## src/rtl/hazard_ctrl_if.sv

```systemverilog
// -----------------------------------------------------------------------------
// hazard_ctrl_if
// Bundle of the signals exchanged between the pipeline and the hazard unit.
//
//   Pipeline -> hazard unit
//     id_rs1, id_rs2          source registers of the instruction in ID
//     id_use_rs1, id_use_rs2  ID instruction actually reads rs1 / rs2
//     ex_rd, ex_mem_read      destination and load flag of the instruction in EX
//     mem_branch_taken        (branch & alu_zero) | jump in MEM
//     mem_req, mem_ready      data-memory access in MEM and its completion
//   Hazard unit -> pipeline
//     stall_pc/if_id/id_ex/ex_mem      hold PC / pipeline register
//     flush_if_id/id_ex/ex_mem/mem_wb  insert bubble into pipeline register
//     pc_redirect                      PC loads the branch target
//     mem_timeout                      one-cycle pulse on an abandoned access
//     bubble_cnt                       saturating count of bubble cycles
//
// master: the pipeline side.  slave: the hazard unit.
// -----------------------------------------------------------------------------
interface hazard_ctrl_if #(
   parameter int REG_SEL = 5
);
   logic [REG_SEL-1:0] id_rs1;
   logic [REG_SEL-1:0] id_rs2;
   logic               id_use_rs1;
   logic               id_use_rs2;
   logic [REG_SEL-1:0] ex_rd;
   logic               ex_mem_read;
   logic               mem_branch_taken;
   logic               mem_req;
   logic               mem_ready;

   logic               stall_pc;
   logic               stall_if_id;
   logic               stall_id_ex;
   logic               stall_ex_mem;
   logic               flush_if_id;
   logic               flush_id_ex;
   logic               flush_ex_mem;
   logic               flush_mem_wb;
   logic               pc_redirect;
   logic               mem_timeout;
   logic [15:0]        bubble_cnt;

   modport master (
      output id_rs1, id_rs2, id_use_rs1, id_use_rs2, ex_rd, ex_mem_read,
             mem_branch_taken, mem_req, mem_ready,
      input  stall_pc, stall_if_id, stall_id_ex, stall_ex_mem,
             flush_if_id, flush_id_ex, flush_ex_mem, flush_mem_wb,
             pc_redirect, mem_timeout, bubble_cnt
   );

   modport slave (
      input  id_rs1, id_rs2, id_use_rs1, id_use_rs2, ex_rd, ex_mem_read,
             mem_branch_taken, mem_req, mem_ready,
      output stall_pc, stall_if_id, stall_id_ex, stall_ex_mem,
             flush_if_id, flush_id_ex, flush_ex_mem, flush_mem_wb,
             pc_redirect, mem_timeout, bubble_cnt
   );
endinterface

```

## src/rtl/hazard_ctrl.sv

```systemverilog
// -----------------------------------------------------------------------------
// hazard_ctrl
// Hazard control unit for a 5-stage pipeline (IF/ID/EX/MEM/WB).
// Resolves three hazard sources, in priority order:
//   1. data-memory wait  : freeze the whole pipe, bubble into MEM/WB
//   2. taken branch/jump : redirect PC, squash IF/ID, ID/EX, EX/MEM
//   3. load-use          : hold PC and IF/ID, bubble into ID/EX
// A memory access that does not complete within MEM_TIMEOUT wait cycles is
// abandoned and reported with a one-cycle mem_timeout pulse.
//
// Ports
//   clk  rising-edge clock
//   rst  synchronous reset, active low
//   hz   hazard_ctrl_if.slave (pipeline status in, stall/flush controls out)
// -----------------------------------------------------------------------------
module hazard_ctrl #(
   parameter int NUM_REGS    = 32,
   parameter int REG_SEL     = $clog2(NUM_REGS),
   parameter int MEM_TIMEOUT = 15
) (
   input  logic          clk,
   input  logic          rst,
   hazard_ctrl_if.slave  hz
);

   typedef enum logic {
      RUN      = 1'b0,
      MEM_WAIT = 1'b1
   } state_t;

   localparam logic [7:0] TMO = 8'(MEM_TIMEOUT);

   // Counter increment that sticks at all-ones instead of wrapping.
   function automatic logic [15:0] sat_inc16(input logic [15:0] v);
      return (v == 16'hFFFF) ? v : v + 16'd1;
   endfunction

   // ID source operand depends on the EX destination.
   function automatic logic src_hit(input logic               use_src,
                                    input logic [REG_SEL-1:0] rs,
                                    input logic [REG_SEL-1:0] rd);
      return use_src && (rs == rd);
   endfunction

   state_t      state, state_nxt;
   logic [7:0]  wcnt, wcnt_nxt;
   logic [15:0] bubble_cnt;

   logic load_use;
   logic redirect;
   logic mem_wait;
   logic eval;          // branch / load-use arbitration is live this cycle
   logic bubble;

   logic stall_pc, stall_if_id, stall_id_ex, stall_ex_mem;
   logic flush_if_id, flush_id_ex, flush_ex_mem, flush_mem_wb;
   logic pc_redirect, mem_timeout;

   // x0 is hard-wired zero, so a load into it never creates a dependency.
   assign load_use = hz.ex_mem_read && (hz.ex_rd != '0) &&
                     (src_hit(hz.id_use_rs1, hz.id_rs1, hz.ex_rd) ||
                      src_hit(hz.id_use_rs2, hz.id_rs2, hz.ex_rd));
   assign redirect = hz.mem_branch_taken;
   assign mem_wait = hz.mem_req && !hz.mem_ready;

   always_comb begin
      state_nxt    = state;
      wcnt_nxt     = wcnt;
      eval         = 1'b0;
      stall_pc     = 1'b0;
      stall_if_id  = 1'b0;
      stall_id_ex  = 1'b0;
      stall_ex_mem = 1'b0;
      flush_if_id  = 1'b0;
      flush_id_ex  = 1'b0;
      flush_ex_mem = 1'b0;
      flush_mem_wb = 1'b0;
      pc_redirect  = 1'b0;
      mem_timeout  = 1'b0;

      if (!rst) begin
         // Squash everything while reset is held; any pending access is
         // simply dropped, never reported as a timeout.
         flush_if_id  = 1'b1;
         flush_id_ex  = 1'b1;
         flush_ex_mem = 1'b1;
         flush_mem_wb = 1'b1;
      end else begin
         unique case (state)
            RUN: begin
               if (mem_wait) begin
                  stall_pc     = 1'b1;
                  stall_if_id  = 1'b1;
                  stall_id_ex  = 1'b1;
                  stall_ex_mem = 1'b1;
                  flush_mem_wb = 1'b1;
                  state_nxt    = MEM_WAIT;
                  wcnt_nxt     = 8'd1;
               end else begin
                  eval = 1'b1;
               end
            end
            MEM_WAIT: begin
               if (hz.mem_ready) begin
                  // Access retires now; the pipe moves again this cycle.
                  state_nxt = RUN;
                  wcnt_nxt  = 8'd0;
                  eval      = 1'b1;
               end else if (wcnt >= TMO) begin
                  mem_timeout = 1'b1;
                  state_nxt   = RUN;
                  wcnt_nxt    = 8'd0;
                  eval        = 1'b1;
               end else begin
                  stall_pc     = 1'b1;
                  stall_if_id  = 1'b1;
                  stall_id_ex  = 1'b1;
                  stall_ex_mem = 1'b1;
                  flush_mem_wb = 1'b1;
                  wcnt_nxt     = wcnt + 8'd1;
               end
            end
            default: begin
               state_nxt = RUN;
               wcnt_nxt  = 8'd0;
            end
         endcase

         if (eval) begin
            if (redirect) begin
               // Younger instructions are on the wrong path; the load-use
               // stall would be pointless since ID is squashed anyway.
               pc_redirect  = 1'b1;
               flush_if_id  = 1'b1;
               flush_id_ex  = 1'b1;
               flush_ex_mem = 1'b1;
            end else if (load_use) begin
               stall_pc    = 1'b1;
               stall_if_id = 1'b1;
               flush_id_ex = 1'b1;
            end
         end
      end
   end

   assign bubble = eval && (redirect || load_use);

   // State, wait counter and bubble statistics
   always_ff @(posedge clk) begin
      if (!rst) begin
         state      <= RUN;
         wcnt       <= 8'd0;
         bubble_cnt <= 16'd0;
      end else begin
         state <= state_nxt;
         wcnt  <= wcnt_nxt;
         if (bubble) begin
            bubble_cnt <= sat_inc16(bubble_cnt);
         end
      end
   end

   assign hz.stall_pc     = stall_pc;
   assign hz.stall_if_id  = stall_if_id;
   assign hz.stall_id_ex  = stall_id_ex;
   assign hz.stall_ex_mem = stall_ex_mem;
   assign hz.flush_if_id  = flush_if_id;
   assign hz.flush_id_ex  = flush_id_ex;
   assign hz.flush_ex_mem = flush_ex_mem;
   assign hz.flush_mem_wb = flush_mem_wb;
   assign hz.pc_redirect  = pc_redirect;
   assign hz.mem_timeout  = mem_timeout;
   assign hz.bubble_cnt   = bubble_cnt;

endmodule
```

## src/flat_wrapper.sv

```systemverilog
// flat-port wrapper written by rule: the top's interface ports become plain ports
module hazard_ctrl_flat 
#(
   parameter int NUM_REGS    = 32,
   parameter int REG_SEL     = $clog2(NUM_REGS),
   parameter int MEM_TIMEOUT = 15
)
  (clk, rst, hz_id_rs1, hz_id_rs2, hz_id_use_rs1, hz_id_use_rs2, hz_ex_rd, hz_ex_mem_read, hz_mem_branch_taken, hz_mem_req, hz_mem_ready, hz_stall_pc, hz_stall_if_id, hz_stall_id_ex, hz_stall_ex_mem, hz_flush_if_id, hz_flush_id_ex, hz_flush_ex_mem, hz_flush_mem_wb, hz_pc_redirect, hz_mem_timeout, hz_bubble_cnt);
  hazard_ctrl_if #(.REG_SEL(REG_SEL)) hz_i ();
  input  logic clk;
  input  logic rst;
  input wire logic [$bits(hz_i.id_rs1)-1:0] hz_id_rs1;
  input wire logic [$bits(hz_i.id_rs2)-1:0] hz_id_rs2;
  input wire logic [$bits(hz_i.id_use_rs1)-1:0] hz_id_use_rs1;
  input wire logic [$bits(hz_i.id_use_rs2)-1:0] hz_id_use_rs2;
  input wire logic [$bits(hz_i.ex_rd)-1:0] hz_ex_rd;
  input wire logic [$bits(hz_i.ex_mem_read)-1:0] hz_ex_mem_read;
  input wire logic [$bits(hz_i.mem_branch_taken)-1:0] hz_mem_branch_taken;
  input wire logic [$bits(hz_i.mem_req)-1:0] hz_mem_req;
  input wire logic [$bits(hz_i.mem_ready)-1:0] hz_mem_ready;
  output wire logic [$bits(hz_i.stall_pc)-1:0] hz_stall_pc;
  output wire logic [$bits(hz_i.stall_if_id)-1:0] hz_stall_if_id;
  output wire logic [$bits(hz_i.stall_id_ex)-1:0] hz_stall_id_ex;
  output wire logic [$bits(hz_i.stall_ex_mem)-1:0] hz_stall_ex_mem;
  output wire logic [$bits(hz_i.flush_if_id)-1:0] hz_flush_if_id;
  output wire logic [$bits(hz_i.flush_id_ex)-1:0] hz_flush_id_ex;
  output wire logic [$bits(hz_i.flush_ex_mem)-1:0] hz_flush_ex_mem;
  output wire logic [$bits(hz_i.flush_mem_wb)-1:0] hz_flush_mem_wb;
  output wire logic [$bits(hz_i.pc_redirect)-1:0] hz_pc_redirect;
  output wire logic [$bits(hz_i.mem_timeout)-1:0] hz_mem_timeout;
  output wire logic [$bits(hz_i.bubble_cnt)-1:0] hz_bubble_cnt;
  assign hz_i.id_rs1 = hz_id_rs1;
  assign hz_i.id_rs2 = hz_id_rs2;
  assign hz_i.id_use_rs1 = hz_id_use_rs1;
  assign hz_i.id_use_rs2 = hz_id_use_rs2;
  assign hz_i.ex_rd = hz_ex_rd;
  assign hz_i.ex_mem_read = hz_ex_mem_read;
  assign hz_i.mem_branch_taken = hz_mem_branch_taken;
  assign hz_i.mem_req = hz_mem_req;
  assign hz_i.mem_ready = hz_mem_ready;
  assign hz_stall_pc = hz_i.stall_pc;
  assign hz_stall_if_id = hz_i.stall_if_id;
  assign hz_stall_id_ex = hz_i.stall_id_ex;
  assign hz_stall_ex_mem = hz_i.stall_ex_mem;
  assign hz_flush_if_id = hz_i.flush_if_id;
  assign hz_flush_id_ex = hz_i.flush_id_ex;
  assign hz_flush_ex_mem = hz_i.flush_ex_mem;
  assign hz_flush_mem_wb = hz_i.flush_mem_wb;
  assign hz_pc_redirect = hz_i.pc_redirect;
  assign hz_mem_timeout = hz_i.mem_timeout;
  assign hz_bubble_cnt = hz_i.bubble_cnt;
  hazard_ctrl #(.NUM_REGS(NUM_REGS), .REG_SEL(REG_SEL), .MEM_TIMEOUT(MEM_TIMEOUT)) u_core (.clk(clk), .rst(rst), .hz(hz_i));
endmodule
```

## config.mk

```make
export PLATFORM = sky130hd
export DESIGN_NAME = hazard_ctrl_flat
export DESIGN_NICKNAME = d
export VERILOG_FILES = /design/src/rtl/hazard_ctrl_if.sv /design/src/rtl/hazard_ctrl.sv /design/src/flat_wrapper.sv
export SDC_FILE = /design/constraint.sdc
export NUM_CORES = 1
export LEC_CHECK = 0
export ABC_AREA = 1
export ABC_CLOCK_PERIOD_IN_PS = 1860
export CAP_MARGIN = 15
export CORE_UTILIZATION = 40
export CTS_BUF_LIST = sky130_fd_sc_hd__clkbuf_4 sky130_fd_sc_hd__clkbuf_8
export DETAILED_ROUTE_END_ITERATION = 7
export PLACE_DENSITY_LB_ADDON = 0.15
export SLEW_MARGIN = 20
export SYNTH_ARGS = -nofsm -noshare
export SYNTH_HDL_FRONTEND = slang
export SYNTH_SLANG_ARGS = --single-unit
```

## constraint.sdc

```tcl
create_clock -name clk -period 1.86 [get_ports clk]
set_clock_uncertainty 0.1 [all_clocks]
set_input_delay 0.372 -clock clk [delete_from_list [all_inputs] [get_ports clk]]
set_output_delay 0.372 -clock clk [all_outputs]
set_load 0.005 [all_outputs]
```

==> results.toml <==
[status]
status = "complete, but fails checks"
violations = "negative setup slack"

[timing]
relSlewSlack_pct = 80.9
rsz0062_at_grt = "true"
post-route-period-util_pct = 111
finalSetupViolCount = 26
fin_crit_ns = 2.06
maxClockFrequency_ghz = 0.486
hold_ws_ns = 0.361
setup_ws_ns = -0.197
tightest_slew_ns = 0.285
final-hold-violation-count = 0
drv_slew = 0

[global_routing]
grt_pass1_wl_mm = 8.03
grt_max_degree = 18
grt_use_total_pct = 19.9
grt_antenna_before_repair = 0
grt_pass1_vias = 1923
grt-ovfl-total = 0

[finish]
nFillCells = 405
area_delta_synth_final_pct = 61.2
final_cells = 462
final_area_sq_um = 2900
layout-drive-gt1-share_pct = 28.8
mostFrequentLayoutCells = "88 x nand2_1, 68 x inv_1, 39 x buf_4, 37 x nor2_1, 29 x nand3_1"
final_common_cell = "nand2_1"
diodes = 0
layout.nets = 436

[synthesis]
syn_avg_cell_area_sq_um = 5.67
yosysWarnings = 0
yosys-top-cells-area = "dfxtp_1 28%, nand2_1 19%, inv_1 15%"
ys_types = 26
syn-num-nets = 342
yosys.area.top_type = "dfxtp_1"
ys_ff_latch = 25
seq_area_frac_synth_pct = 27.9
synth_top_area_share_pct = 27.9
syn_inst = 317
netlist_area_sq_um = 1800

[worst_setup_path]
ff2ff_setup_slack_ns = -0.15
r2r_cells = 15
required_ns = 1.39
r2r_end = "u_core.hz.bubble_cnt[13]"
worstSetupPathType = "primary input to primary output"
rr_startpoint = "u_core.wcnt[0]"
startpoint_type = "primary input"
cp.arrival_ns = 1.58
path_max_fanout = 2
endpoint_kind = "primary output"

[clock_tree]
clk_latency_ns = 0.26
cts.clk_slew.worst_paths_ns = 0.09
cts_hold_buffers = 0
ctsLongestPathBuffers = 2
cts_root_buf = "clkbuf_8"
cts_made_buffers = 3
cts_tree = "yes"
h-tree-depth = 1
cts_sinks = 25

[min_path]
hold_end = "u_core.wcnt[7]"
hold_depth = 2
hold_start = "u_core.wcnt[7]"
hold_path.class = "register to register"

[placed_design]
gp_congestion = 0.812
place_ws_ns = -0.741
hpwl_mm = 3.19
placed_area_sq_um = 2520
placed_cells = 439
io_buffers = 48

[route]
highest_layer = "met4"
final_antenna_net_count = 0
wl_mm = 4.74
vias = 2145
dr_wl_met2_mm = 2.26
remaining_drc_errors = 0
dr_wl_met3_microns = 187
viasPerCell = 4.64
avgRoutedWirePerCell_microns = 10.2
detail_route.iter0.violations = 129
met1Wirelength_mm = 2.25
firstDrtPassIters = 4

[pwr]
irDropWorstVdd_mv = 0.279
p_seq_share_pct = 45.5
swShare_pct = 27.6
power.density_nw_per_um2 = 418
pwr-share-clk_pct = 28.2
combPwrFrac_pct = 26.3
power.total_w = 0.00121
switchingPower_w = 0.000334
power_leakage_nw = 1.47
p_int_w = 0.000877

[die]
io_pins = 49
dieHeight_microns = 69.0
core_sq_um = 4320
start_util_pct = 41.6
die_w_microns = 69.0
rows = 24
dieArea_sq_um = 4760

[run]
cap_violations = 0
## critical path: stages
cell	delay, ns
clkdlybuf4s50_1	0.49
nand3_1	0.10
nand2_2	0.09
buf_6	0.10
o21ai_2	0.05
buf_4	0.14
a21oi_4	0.11
buf_2	0.13
## power by group through the flow
stage / combinational [W] / sequential [W] / clock [W]
5_1_grt: 0.000350 / 0.000553 / 0.000369
4_1_cts: 0.000301 / 0.000551 / 0.000356
6_report: 0.000319 / 0.000551 / 0.000341
2_1_floorplan: 0.000121 / 0.000563 / 0
3_5_place_dp: 0.000262 / 0.000562 / 0
3_3_place_gp: 0.000261 / 0.000562 / 0
## worst max-delay path by stage
stage / end / from / slack, ns
finish: hz_stall_pc / hz_mem_req / -0.20
global route: hz_stall_pc / u_core.wcnt[0] / -0.25
CTS: hz_stall_pc / u_core.wcnt[1] / -0.22
detailed placement: hz_stall_pc / hz_ex_rd[3] / -0.74
global placement: hz_stall_if_id / hz_ex_rd[4] / -0.68
floorplan: hz_stall_pc / u_core.wcnt[0] / 0.06
## stage by stage
stage	TNS, ns	utilization [%]
after detailed placement	-11.27	58.3
final	-3.28	67.0
after global placement	-11.01	58.3
after CTS	-3.69	64.8
after floorplan	0	-
after global routing	-5.35	67.0
## routing by layer
layer	vias to the layer above	global-route usage [%]
met4	0	4.08
met3	4	2.49
met1	955	26.3
li1	1142	-
met2	44	34.5
met5	-	0
## kinds of logic (layout without fill, tap and decap cells)
family	after synthesis	in the layout	synth area share, %
simple gates	193	193	47.1
buf+inv	84	177	19.1
flops	25	25	27.9
compound gates	12	12	3.97
fa+ha+maj	2	2	1.39
xor+xnor	1	1	0.488
## Yosys cell counts (all sizes together)
cell / count
a31oi: 2
clkbuf: 1
nand2: 94
o21ai: 3
a221oi: 1
nand4: 5
ha: 2
nor3: 1
nor2: 47
a211oi: 2
a21oi: 4
nand3: 45
xnor2: 1
dfxtp: 25
inv: 76
buf: 7
nor4: 1
## registers in the layout, indices dropped and copies added (netlist names)
register	count
u_core.hz.bubble_cnt	16
u_core.wcnt	8
u_core.state	1
## layout make-up
cell class	instances	area, sq um	area share, %
multi-input cells	208	1150	39.6
flip-flops and latches	25	504	17.4
inverters	76	288	9.94
repair buffers	97	845	29.2
clock buffers	4	48.8	1.68
well taps	52	65.1	2.25
## timing repair
action / CTS / global route
pin swaps: 25 / 11
resized for setup: 93 / 36
endpoints found under the setup margin: 26 / 29
gates cloned: 1 / 0
buffers inserted: 21 / 2
No activity file was read; power rests on OpenSTA's default activity.
==> RTL edit 1 (same flow settings) <==
`NUM_REGS` is set to 32 in 2 places; all go to 16.
--- a/src/rtl/hazard_ctrl.sv
+++ b/src/rtl/hazard_ctrl.sv
@@ -16,3 +16,3 @@
 module hazard_ctrl #(
-   parameter int NUM_REGS    = 32,
+   parameter int NUM_REGS    = 16,
    parameter int REG_SEL     = $clog2(NUM_REGS),
--- a/src/flat_wrapper.sv
+++ b/src/flat_wrapper.sv
@@ -3,3 +3,3 @@
 #(
-   parameter int NUM_REGS    = 32,
+   parameter int NUM_REGS    = 16,
    parameter int REG_SEL     = $clog2(NUM_REGS),
Ports: changed (resized hz_ex_rd, hz_id_rs1 and hz_id_rs2); port bits go from 49 to 46. The function was not compared with the original's and may differ.
==> RTL edit 1 against the unedited design <==
The run still ends with setup timing left; worst setup slack lost 0.045 ns; routed wire length shrank 3.5%; highest routed layer unchanged; sequential power is essentially flat; worst hold slack lost 0.019 ns; area after synthesis grew 0.91%; power shrank 0.37%; final area shrank 5.1%; sequential cell count is the same.
==> RTL edit 1: results (changes against the unedited design) <==
- The run finished, with violations left.
- The final reports fail on setup timing.
- The number of failing setup endpoints in the final timing report is 26 (unchanged).
- The worst endpoint data arrival time was 1.63 ns (+0.05 ns).
- By area the synthesized netlist is led by dfxtp_1 28%, nand2_1 16%, inv_1 13%, nand3_1 10%, nor2_1 8.9%.
- The multi-input logic cell count was 203 (-2.4%).
- The count of non-CTS buffers in the layout came to 79 (-19%).
- The wire length of the first global-routing pass is 8050 um (+0.26%).
- The total half-perimeter wirelength after legalization and detailed placement came to 3240 um (+1.5%).
- The highest ir drop seen on vdd is 0.428 mV (+53%).
- The pin slew with the least headroom to its limit came to 0.327 ns (+0.0418 ns).
- The routed length per instance came to 10.6 um (+3.4%).
- The met2 demand-to-capacity share in global routing was 35.0% (+0.43 points).
- The number of global-route vias before repair came to 1890 (-1.7%).
- The flip-flop and latch area is 503 um^2 (-0.25%).
- The number of fillers in the final layout came to 423 (+4.4%).
- The end of the worst register-to-register path is u_core.hz.bubble_cnt[6]$_SDFFE_PN0P_.
- The post-synthesis share of cell area spent on full adders, half adders and majority gates came to 1.38% (-0.012 points).
- The reported sequential group power is 0.552 mW (about the same).
- The vias after detailed routing is 2007 (-6.4%).
- The inverter count of the layout excluding clock inverters is 68 (-11%).
- The standby leakage power is 1.32 nW (-10%).
- The compound-gate portion of the synthesized area is 4.28% (+0.31 points).
- The port buffer count was 45 (-6.3%).
- The total negative slack is -2.37 ns (+0.912 ns).
- The worst setup path startpoint is hz_ex_rd[2].
- The setup slack at placement is -0.643 ns (+0.0975 ns).
- The distinct cell type count after synthesis is 28 (+7.7%).
- The first-iteration detailed-routing DRC count is 62 (-52%).
- The worst reg-to-reg path cell count was 14 (-1).
- The share of post-route cells with drive strength above 1 is 23.0% (-5.8 points).
- The switching power total is 0.345 mW (+3.1%).
- The proportion of cell area occupied by multi-input gates came to 41.5% (+1.9 points).
- The number of nets produced by synthesis came to 326 (-4.7%).
- The portion of the post-synthesis area used by sequential elements is 27.6% (-0.25 points).
- The portion of the layout cell area used by non-clock buffers is 26.7% (-2.5 points).
- The share of the synthesized netlist area taken by xor and xnor gates is 1.45% (+0.96 points).
- In this run the worst setup path terminates at hz_flush_id_ex.
- The final critical-path setup slack was -0.242 ns (-0.0453 ns).
- The met1 track utilization from global routing is 25.1% (-1.1 points).
- The global-route track usage on met3 is 3.34% (+0.86 points).
- The worst-path maximum fanout is 4 (+2).
## RTL edit 1: worst max-delay path, delay by kind of cell
family	cells	cell delay (ns)
AO/OA/AOI/OAI	1	0.12
buffers and inverters	2	0.61
AND/OR/NAND/NOR	6	0.53
## RTL edit 1: per-stage QoR
step	cell area [um^2]	cells	utilization [%]	hold slack (ns)	power [mW]
5_1_grt	2750	431	63.2	0.358	1.28
3_3_place_gp	2510	421	57.6	0.324	0.834
4_1_cts	2640	430	60.7	0.346	1.19
3_5_place_dp	2510	421	57.6	0.330	0.834
2_1_floorplan	1820	304	-	0.315	0.693
6_report	2750	431	63.2	0.342	1.21
## RTL edit 1: what timing repair did
| action | CTS | global route |
|---|---|---|
| buffers inserted | 4 | 2 |
| pin swaps | 11 | 14 |
| endpoints found under the setup margin | 26 | 26 |
| cloned | 1 | 0 |
| gates resized for setup | 56 | 16 |
## RTL edit 1: layer usage
metal	share of wire (%)	vias up
li1	-	1071
met1	46	891
met2	49	43
met3	4.5	2
met4	0.63	0
met5	0	-
==> RTL edit 2 (same flow settings) <==
Without the edit above. Reset style: asynchronous (`rst`), changed in one clocked block. Comments in the files are not updated.
--- a/src/rtl/hazard_ctrl.sv
+++ b/src/rtl/hazard_ctrl.sv
@@ -148,3 +148,3 @@
    // State, wait counter and bubble statistics
-   always_ff @(posedge clk) begin
+   always_ff @(posedge clk or negedge rst) begin
       if (!rst) begin
Check against the original RTL: differs if rst is asserted again (counterexample within 4 cycles, from zero or initial values and one cycle with rst low); with rst held inactive, the same outputs for 10 cycles.
==> RTL edit 2 against the unedited design <==
The run still ends with setup timing left; worst setup slack worse by 0.11 ns; area after synthesis decreased by 4.5%; global-route usage rose by 3.2 points; routed wire length increased by 0.59%; final area fell by 1.9%; critical path depth rose by 2; sequential cell count is the same; maximum frequency decreased by 5.1%; critical endpoint is now hz_pc_redirect.
Power is not compared: it rests on default switching activity, and its combinational part moved more than twofold at a synthesized area within 25%.
==> RTL edit 2: results (changes against the unedited design) <==
- The setup slack at placement came to -0.733 ns (+0.00794 ns).
- The number of nets produced by synthesis came to 285 (-17%).
- The met1 track utilization from global routing came to 29.0% (+2.7 points).
- The critical register-to-register path startpoint is u_core.wcnt[0]$_DFFE_PN0P_.
- The share of post-route cells with drive strength above 1 came to 30.3% (+1.5 points).
- The clock latency on the worst-skew pair is 0.28 ns (+0.02 ns).
- The first-iteration detailed-routing DRC count is 74 (-43%).
- The non-filler instance count after layout is 400 (-13%).
- The wire length of the first global-routing pass is 8090 um (+0.68%).
- The pin slew with the least headroom to its limit is 0.368 ns (+0.0831 ns).
- The all-layer global routing usage is 23.1% (+3.2 points).
- The register-to-register path setup slack is -0.23 ns (-0.08 ns).
- The number of failing setup endpoints in the final timing report is 26 (unchanged).
- The final reports fail on setup timing.
- The number of fillers in the final layout was 328 (-19%).
- The global-route track usage on met3 was 4.56% (+2.1 points).
- The routed length on met1 is 2180 um (-3.3%).
- The met2 demand-to-capacity share in global routing is 39.7% (+5.2 points).
- The number of global-route vias before repair came to 1897 (-1.4%).
- The hold path endpoint is u_core.wcnt[5]$_DFFE_PN0P_.
- The met2 wire length came to 2350 um (+3.8%).
- In the synthesized netlist, the cells that appear most often are 82 x nand2_1, 45 x inv_1, 36 x nand3_1.
- The final critical-path setup slack is -0.308 ns (-0.112 ns).
- The worst endpoint data arrival time is 1.70 ns (+0.12 ns).
- The worst stage delay on the critical path is 0.38 ns (-0.11 ns).
- The run finished, with violations left.
## RTL edit 2: cell types whose count changed after synthesis, sizes merged, moves of 2 or more
cell and delta:
xor2 +4, a2bb2oi +2, nand2 -8, nand3 -8, nand4 -2, a211oi -2
nor2 -15, dfxtp -25, inv -30, dfrtp +25, buf -2, nor3 +3
## RTL edit 2: through the flow
stage               hold slack, ns  area, um^2  TNS [ns]
floorplan                  -0.0236        1720         0
global placement             0.382        2420    -12.42
detailed placement           0.385        2420    -12.84
CTS                          0.400        2800     -5.58
global route                 0.420        2840     -8.40
finish                       0.398        2840     -5.91
## RTL edit 2: logic make-up after synthesis
kind of cell / share of synthesized area (%)
buf+inv: 12.8
flops: 36.4
simple gates: 42.5
xor+xnor: 2.55
compound gates: 4.30
fa+ha+maj: 1.46
## RTL edit 2: worst max path at each step
stage / start / endpoint / cells past startpoint / slack (ns)
final: u_core.wcnt[0]$_DFFE_PN0P_ / hz_pc_redirect / 10 / -0.31
after global routing: u_core.wcnt[0]$_DFFE_PN0P_ / hz_pc_redirect / 10 / -0.40
after CTS: u_core.wcnt[0]$_DFFE_PN0P_ / hz_pc_redirect / 10 / -0.28
after detailed placement: hz_ex_rd[3] / hz_stall_pc / 10 / -0.73
after global placement: hz_ex_rd[1] / hz_stall_if_id / 10 / -0.70
after floorplan: u_core.wcnt[0]$_DFFE_PN0P_ / hz_stall_pc / 7 / 0.02
## RTL edit 2: what timing repair did
action	in CTS	in global routing
gates resized for setup	108	18
endpoints found under the setup margin	26	28
cloned	1	0
buffers inserted	23	3
hold buffers	0	0
pin swaps	38	13
## RTL edit 2: area by class of cell
class	count	area, um^2	area share (%)
multi-input cells	184	1100	38.8
repair buffers	90	822	28.9
flip-flops and latches	25	626	22.0
inverters	47	180	6.34
well taps	50	62.6	2.20
clock buffers	3	41.3	1.45
clock inverters	1	7.51	0.264
## RTL edit 2: worst reg2reg max path, stage by stage, from the launching register on
cell     delay, ns
dfrtp_1       0.40
ha_2          0.20
nand3_2       0.07
nand4_1       0.13
nand2_2       0.13
buf_6         0.11
nor2_4        0.03
buf_6         0.13
buf_4         0.12
buf_6         0.10
buf_6         0.11
nand3_4       0.11
nand2_8       0.11
nand3_2       0.07
nand2_1       0.05
## RTL edit 2: power breakdown
| group | leakage [nW] | switching (mW) | internal, mW |
|---|---|---|---|
| combinational | 1.09 | 0.320 | 0.371 |
| sequential | 0.339 | 0.0723 | 0.609 |
| clock | 0.0217 | 0.195 | 0.152 |
| total | 1.45 | 0.587 | 1.13 |
